## config.mk

```make
export PLATFORM = sky130hd
export DESIGN_NAME = matmul_seq_ctrl_flat
export DESIGN_NICKNAME = d
export VERILOG_FILES = /design/src/rtl/matmul_seq_ctrl_if.sv /design/src/rtl/matmul_seq_ctrl.sv /design/src/flat_wrapper.sv
export SDC_FILE = /design/constraint.sdc
export NUM_CORES = 1
export LEC_CHECK = 0
export CORE_MARGIN = 4
export CORE_UTILIZATION = 45
export DETAILED_ROUTE_END_ITERATION = 10
export PLACE_DENSITY = 0.74
export SLEW_MARGIN = 20
export SYNTH_ARGS = -nofsm -noshare
export SYNTH_HDL_FRONTEND = slang
export SYNTH_SLANG_ARGS = --single-unit
```

## constraint.sdc

```tcl
create_clock -name clk -period 1.8 [get_ports clk]
set_input_delay 0.54 -clock clk [delete_from_list [all_inputs] [get_ports clk]]
set_output_delay 0.54 -clock clk [all_outputs]
set_load 0.1 [all_outputs]
```

## src/rtl/matmul_seq_ctrl_if.sv

```systemverilog
// Bus bundle between the matmul sequencer and its surroundings.
//   start          host request to begin one full matrix multiply
//   a_addr/b_addr  operand addresses {row,col} for the A and B stores
//   mac_clr/mac_en accumulator clear / accumulate strobes to the MAC array
//   c_addr/c_we    result address {row,col} and write strobe for the C store
//   busy/done      operation in progress / single-cycle completion pulse
// master: the sequencer side; slave: host, memories and MAC array side.
interface matmul_seq_ctrl_if #(
   parameter int IDX_W = 2
);
   logic               start;
   logic [2*IDX_W-1:0] a_addr;
   logic [2*IDX_W-1:0] b_addr;
   logic               mac_clr;
   logic               mac_en;
   logic [2*IDX_W-1:0] c_addr;
   logic               c_we;
   logic               busy;
   logic               done;

   modport master (
      input  start,
      output a_addr, b_addr, mac_clr, mac_en, c_addr, c_we, busy, done
   );

   modport slave (
      output start,
      input  a_addr, b_addr, mac_clr, mac_en, c_addr, c_we, busy, done
   );
endinterface

```

## src/rtl/matmul_seq_ctrl.sv

```systemverilog
// Sequencer for C = A x B (N x N) on a single shared MAC datapath.
// Walks result elements in row-major order; per element it clears the
// accumulator, issues N accumulate cycles, waits MAC_LAT drain cycles and
// writes the accumulator to C. No arithmetic is performed here.
// Ports:
//   clk  rising-edge system clock
//   rst  asynchronous active-high reset (all outputs 0, state IDLE)
//   bus  matmul_seq_ctrl_if.master: start in; addresses, strobes,
//        busy and done out (all outputs registered)
module matmul_seq_ctrl #(
   parameter int N       = 2,
   parameter int IDX_W   = 2,
   parameter int MAC_LAT = 1
) (
   input  logic             clk,
   input  logic             rst,
   matmul_seq_ctrl_if.master bus
);

   typedef enum logic [2:0] {
      IDLE,
      CLR,
      MAC,
      DRAIN,
      WRITE,
      FIN
   } state_t;

   localparam logic [IDX_W-1:0] LAST   = IDX_W'(N - 1);
   localparam logic [2:0]       D_LAST = 3'(MAC_LAT - 1);

   state_t             state, state_n;
   logic [IDX_W-1:0]   i, i_n, j, j_n, k, k_n;
   logic [2:0]         d, d_n;

   logic [2*IDX_W-1:0] a_addr_q, a_addr_n;
   logic [2*IDX_W-1:0] b_addr_q, b_addr_n;
   logic [2*IDX_W-1:0] c_addr_q, c_addr_n;
   logic               mac_clr_q, mac_clr_n;
   logic               mac_en_q, mac_en_n;
   logic               c_we_q, c_we_n;
   logic               busy_q, busy_n;
   logic               done_q, done_n;

   // Next-state, counters, and output values decoded from the next state so
   // that every output is a plain register aligned with its state.
   always_comb begin
      state_n   = state;
      i_n       = i;
      j_n       = j;
      k_n       = k;
      d_n       = d;
      a_addr_n  = a_addr_q;
      b_addr_n  = b_addr_q;
      c_addr_n  = c_addr_q;
      mac_clr_n = 1'b0;
      mac_en_n  = 1'b0;
      c_we_n    = 1'b0;
      busy_n    = 1'b0;
      done_n    = 1'b0;

      case (state)
         IDLE: begin
            if (bus.start) begin
               state_n = CLR;
               i_n     = '0;
               j_n     = '0;
               k_n     = '0;
            end
         end
         CLR: begin
            state_n = MAC;
            k_n     = '0;
         end
         MAC: begin
            if (k == LAST) begin
               state_n = DRAIN;
               d_n     = '0;
            end else begin
               k_n = k + IDX_W'(1);
            end
         end
         DRAIN: begin
            if (d == D_LAST) begin
               state_n = WRITE;
            end else begin
               d_n = d + 3'd1;
            end
         end
         WRITE: begin
            if (j == LAST) begin
               if (i == LAST) begin
                  state_n = FIN;
               end else begin
                  state_n = CLR;
                  j_n     = '0;
                  i_n     = i + IDX_W'(1);
               end
            end else begin
               state_n = CLR;
               j_n     = j + IDX_W'(1);
            end
         end
         FIN: begin
            state_n = IDLE;
         end
         default: begin
            state_n = IDLE;
         end
      endcase

      // Addresses only move when their strobe is issued; otherwise they hold.
      case (state_n)
         CLR: begin
            mac_clr_n = 1'b1;
            busy_n    = 1'b1;
         end
         MAC: begin
            mac_en_n = 1'b1;
            busy_n   = 1'b1;
            a_addr_n = {i_n, k_n};
            b_addr_n = {k_n, j_n};
         end
         DRAIN: begin
            busy_n = 1'b1;
         end
         WRITE: begin
            c_we_n   = 1'b1;
            busy_n   = 1'b1;
            c_addr_n = {i_n, j_n};
         end
         FIN: begin
            done_n = 1'b1;
            busy_n = 1'b1;
         end
         default: begin
         end
      endcase
   end

   always_ff @(posedge clk or posedge rst) begin
      if (rst) begin
         state     <= IDLE;
         i         <= '0;
         j         <= '0;
         k         <= '0;
         d         <= '0;
         a_addr_q  <= '0;
         b_addr_q  <= '0;
         c_addr_q  <= '0;
         mac_clr_q <= 1'b0;
         mac_en_q  <= 1'b0;
         c_we_q    <= 1'b0;
         busy_q    <= 1'b0;
         done_q    <= 1'b0;
      end else begin
         state     <= state_n;
         i         <= i_n;
         j         <= j_n;
         k         <= k_n;
         d         <= d_n;
         a_addr_q  <= a_addr_n;
         b_addr_q  <= b_addr_n;
         c_addr_q  <= c_addr_n;
         mac_clr_q <= mac_clr_n;
         mac_en_q  <= mac_en_n;
         c_we_q    <= c_we_n;
         busy_q    <= busy_n;
         done_q    <= done_n;
      end
   end

   assign bus.a_addr  = a_addr_q;
   assign bus.b_addr  = b_addr_q;
   assign bus.c_addr  = c_addr_q;
   assign bus.mac_clr = mac_clr_q;
   assign bus.mac_en  = mac_en_q;
   assign bus.c_we    = c_we_q;
   assign bus.busy    = busy_q;
   assign bus.done    = done_q;

endmodule

```

## src/flat_wrapper.sv

```systemverilog
// flat-port wrapper written by rule: the top's interface ports become plain ports
module matmul_seq_ctrl_flat 
#(
   parameter int N       = 2,
   parameter int IDX_W   = 2,
   parameter int MAC_LAT = 1
)
  (clk, rst, bus_start, bus_a_addr, bus_b_addr, bus_mac_clr, bus_mac_en, bus_c_addr, bus_c_we, bus_busy, bus_done);
  matmul_seq_ctrl_if #(.IDX_W(IDX_W)) bus_i ();
  input  logic clk;
  input  logic rst;
  input wire logic [$bits(bus_i.start)-1:0] bus_start;
  output wire logic [$bits(bus_i.a_addr)-1:0] bus_a_addr;
  output wire logic [$bits(bus_i.b_addr)-1:0] bus_b_addr;
  output wire logic [$bits(bus_i.mac_clr)-1:0] bus_mac_clr;
  output wire logic [$bits(bus_i.mac_en)-1:0] bus_mac_en;
  output wire logic [$bits(bus_i.c_addr)-1:0] bus_c_addr;
  output wire logic [$bits(bus_i.c_we)-1:0] bus_c_we;
  output wire logic [$bits(bus_i.busy)-1:0] bus_busy;
  output wire logic [$bits(bus_i.done)-1:0] bus_done;
  assign bus_i.start = bus_start;
  assign bus_a_addr = bus_i.a_addr;
  assign bus_b_addr = bus_i.b_addr;
  assign bus_mac_clr = bus_i.mac_clr;
  assign bus_mac_en = bus_i.mac_en;
  assign bus_c_addr = bus_i.c_addr;
  assign bus_c_we = bus_i.c_we;
  assign bus_busy = bus_i.busy;
  assign bus_done = bus_i.done;
  matmul_seq_ctrl #(.N(N), .IDX_W(IDX_W), .MAC_LAT(MAC_LAT)) u_core (.clk(clk), .rst(rst), .bus(bus_i));
endmodule
```

==> summary.md <==
| Metric | Value |
|---|---|
| Status | `completed` |
| Max_cap viols | `0` |
| Slew margin rel. | `0.743` |
| CP max-delay cell | `dfrtp_1` |
| Root Buffer | `clkbuf_4` |
| Setup-failing EPs final | `0` |
| Dpl hpwl | `~1800 µm` |
| Worst-path fanout max | `4` |
| Pleak | `0.775 nW` |
| Clk pin slew, worst setup/hold paths | `0.14 ns` |
| Starting Density | `0.492` |
| Top_reg_cell synth | `dfrtp_1` |
| Drt via density | `~5.7` |
| CTS tree | `done` |
| Period utilization | `0.908` |
| Die area | `around 3700 µm²` |
| Synth async-reset ratio | `1.00` |
| GPL Wtd Cong | `slightly below 0.8` |
| Fillcell total | `about 210` |
| Clk buf depth | `2` |
| Initial antenna violation count | `0` |
| Min cycle time layout | `roughly 1.6 ns` |
| Global route total overflow | `0` |
| CORE AREA | `about 2600 µm²` |
| Rows | `18` |
| Post-route insts no fill | `about 160` |
| Post-synth EDFFs | `0` |
| Number of antenna diodes | `0` |
| Cts hold-fix bufs | `0` |
| Yosys cell types | `38` |
| Number of global-route vias before repair | `909` |
| Vias | `around 900` |
| Cell count after placement | `around 160` |
| Crit path kind | `reg -> reg` |
| RSZ-0062 raised after global routing | `false` |
| Register area | `678 µm²` |
| Critical path arrival | `between 1.5 and 2 ns` |
| Yosys reg bits | `27` |
| # DRC | `0` |
| DR WL/cell | `14.9 µm` |
| Share of cells above drive strength 1 | `0.336` |
| Largest net degree at the start of global routing | `28` |
| Fmax | `between 0.6 and 0.7 GHz` |
| Crit end category | `flip-flop` |
| Multi-input gate area | `slightly above 500 µm²` |
| Worst Path Required | `a little over 2 ns` |
| Startpoint type of the worst setup path | `flip-flop` |
| Setup TNS | `0 ns` |
| TritonCTS Sinks | `27` |
| Drt pass-1 iters | `4` |
| Worst-path cell chain | `inv_1, ha_1, nand2b_1, nor3b_2, nor2_1, mux2_2` |
| Final Skew | `about 0.011 ns` |
| CTS H-tree lvls | `1` |
| Max-slew violations | `0` |
| Clock Latency Late Sink | `0.32 ns` |
| Max VDD drop | `between 1 and 1.5 mV` |
| Min-delay worst type | `reg -> reg` |
| Overall die width | `61.0 µm` |
| First-pass GRT wire length | `approximately 4200 µm` |
| Seq/Total Area, Yosys | `0.535` |
| Mapped Area | `1260 µm²` |
| Final hold vios | `0` |
| Initial DRC count | `39` |
| GRT Util Overall | `0.150` |
| Pre-CTS setup slack | `-0.0305 ns` |
| Overall power | `between 2 and 3 mW` |
| Power density cells | `~1700 nW/µm²` |
| Post-cts sizing count | `0` |
| Yosys Warn Count | `0` |
| Post-CTS setup buffers | `0` |
| Worst path bufs/invs | `1` |
| Clock buffer count from CTS | `3` |
| Final net count | `roughly 140` |
| Critical path's top delay family | `simple AND/OR/NAND/NOR gates` |
| Antenna-violating nets left | `0` |
| Synth Instances | `approximately 110` |
| Area growth syn-to-layout | `33.4%` |
| Die Ht | `approximately 60 µm` |
| Overall routed net length | `about 2400 µm` |
| Syn nets | `around 110` |
| Io pins | `20` |
| Max incr delay on CP | `a little over 0.4 ns` |
| Post-Syn Area per Cell | `around 12 µm²` |
| Worst Tran Pin Value | `0.385 ns` |
| # port buffers | `19` |
| PnR worst setup slack | `around 0.17 ns` |
[flip-flops by register name (all words and copies together) (netlist names), 2 cells and up]
| signal | flops |
|---|---|
| u_core.k | 2 |
| u_core.i | 2 |
| u_core.bus.c_addr | 4 |
| u_core.state | 3 |
| u_core.bus.a_addr | 3 |
| u_core.d | 3 |
| u_core.bus.b_addr | 3 |
| u_core.j | 2 |
[final timing paths]
path | cells past startpoint | endpoint | slack (ns) | startpoint
min | 1 | u_core.d[2] | 0.50 | u_core.d[2]
max in group asynchronous | 3 | u_core.bus.a_addr[1] | 0.97 | rst
min reg2reg | 1 | u_core.d[2] | 0.50 | u_core.d[2]
min in group asynchronous | 3 | u_core.d[0] | 0.55 | rst
max reg2reg | 6 | u_core.d[0] | 0.17 | u_core.d[0]
max | 6 | u_core.d[0] | 0.17 | u_core.d[0]
[Yosys cell counts, drive strengths merged (2+ instances only)]
| master | instances | area share |
|---|---|---|
| dfrtp | 27 | 0.53 |
| o21ai | 7 | 0.028 |
| mux2i | 3 | 0.024 |
| nand2b | 5 | 0.025 |
| mux2 | 9 | 0.086 |
| nor2 | 8 | 0.026 |
| nor3b | 2 | 0.016 |
| nand3 | 2 | 0.0079 |
| inv | 7 | 0.021 |
| o21a | 2 | 0.012 |
| buf | 5 | 0.031 |
| ha | 2 | 0.020 |
| o221a | 2 | 0.018 |
| a21boi | 2 | 0.012 |
| a21oi | 5 | 0.020 |
| nor3 | 3 | 0.021 |
| nand2 | 5 | 0.015 |
[per-stage QoR]
step	area, µm²	util	hold slack (ns)
6_report	1690	0.656	0.499
5_1_grt	1690	0.656	0.524
4_1_cts	1690	0.656	0.505
3_5_place_dp	1660	0.646	0.484
3_3_place_gp	1660	0.646	0.459
2_1_floorplan	1270	-	0.437
[report_power, final]
| part | internal (mW) | total, mW | switching, mW |
|---|---|---|---|
| Sequential | 0.740 | 0.945 | 0.205 |
| Clock | 0.0866 | 0.254 | 0.167 |
| Combinational | 0.615 | 1.66 | 1.05 |
| Total | 1.44 | 2.86 | 1.42 |
[metal layers]
layer,track usage,share of wire,vias up,routed length (µm)
li1,-,-,423,-
met1,0.199,0.42,460,1020
met2,0.244,0.52,32,1240
met3,0.0277,0.048,2,115
met4,0.0557,0.0092,0,22
met5,0,0,-,0
[placed cells by master, fill, tap and decap left out, types with 3 or more instances in the layout]
cell type,instances
nand2_1,5
buf_12,17
dfrtp_1,25
inv_1,6
a21oi_1,5
mux2_2,7
mux2i_1,3
buf_4,5
clkbuf_4,3
nand2b_1,5
nor2_1,7
o21ai_0,7
[cell type report]
cell class                 count  share of cell area
clock buffer                   4              0.0156
inverter                       7              0.0156
sequential                    27               0.402
multi-input combinational     69               0.308
tap                           30              0.0223
timing repair buffer          24               0.236
[cell families after synthesis]
group,count (synthesis),synth area share
AND/OR/NAND/NOR,31,0.151
AO/OA/AOI/OAI,24,0.131
buffers and inverters,13,0.0544
adder cells (fa/ha/maj),2,0.0198
multiplexers,12,0.110
flip-flops,27,0.535
(Power assumes the default switching activity.)
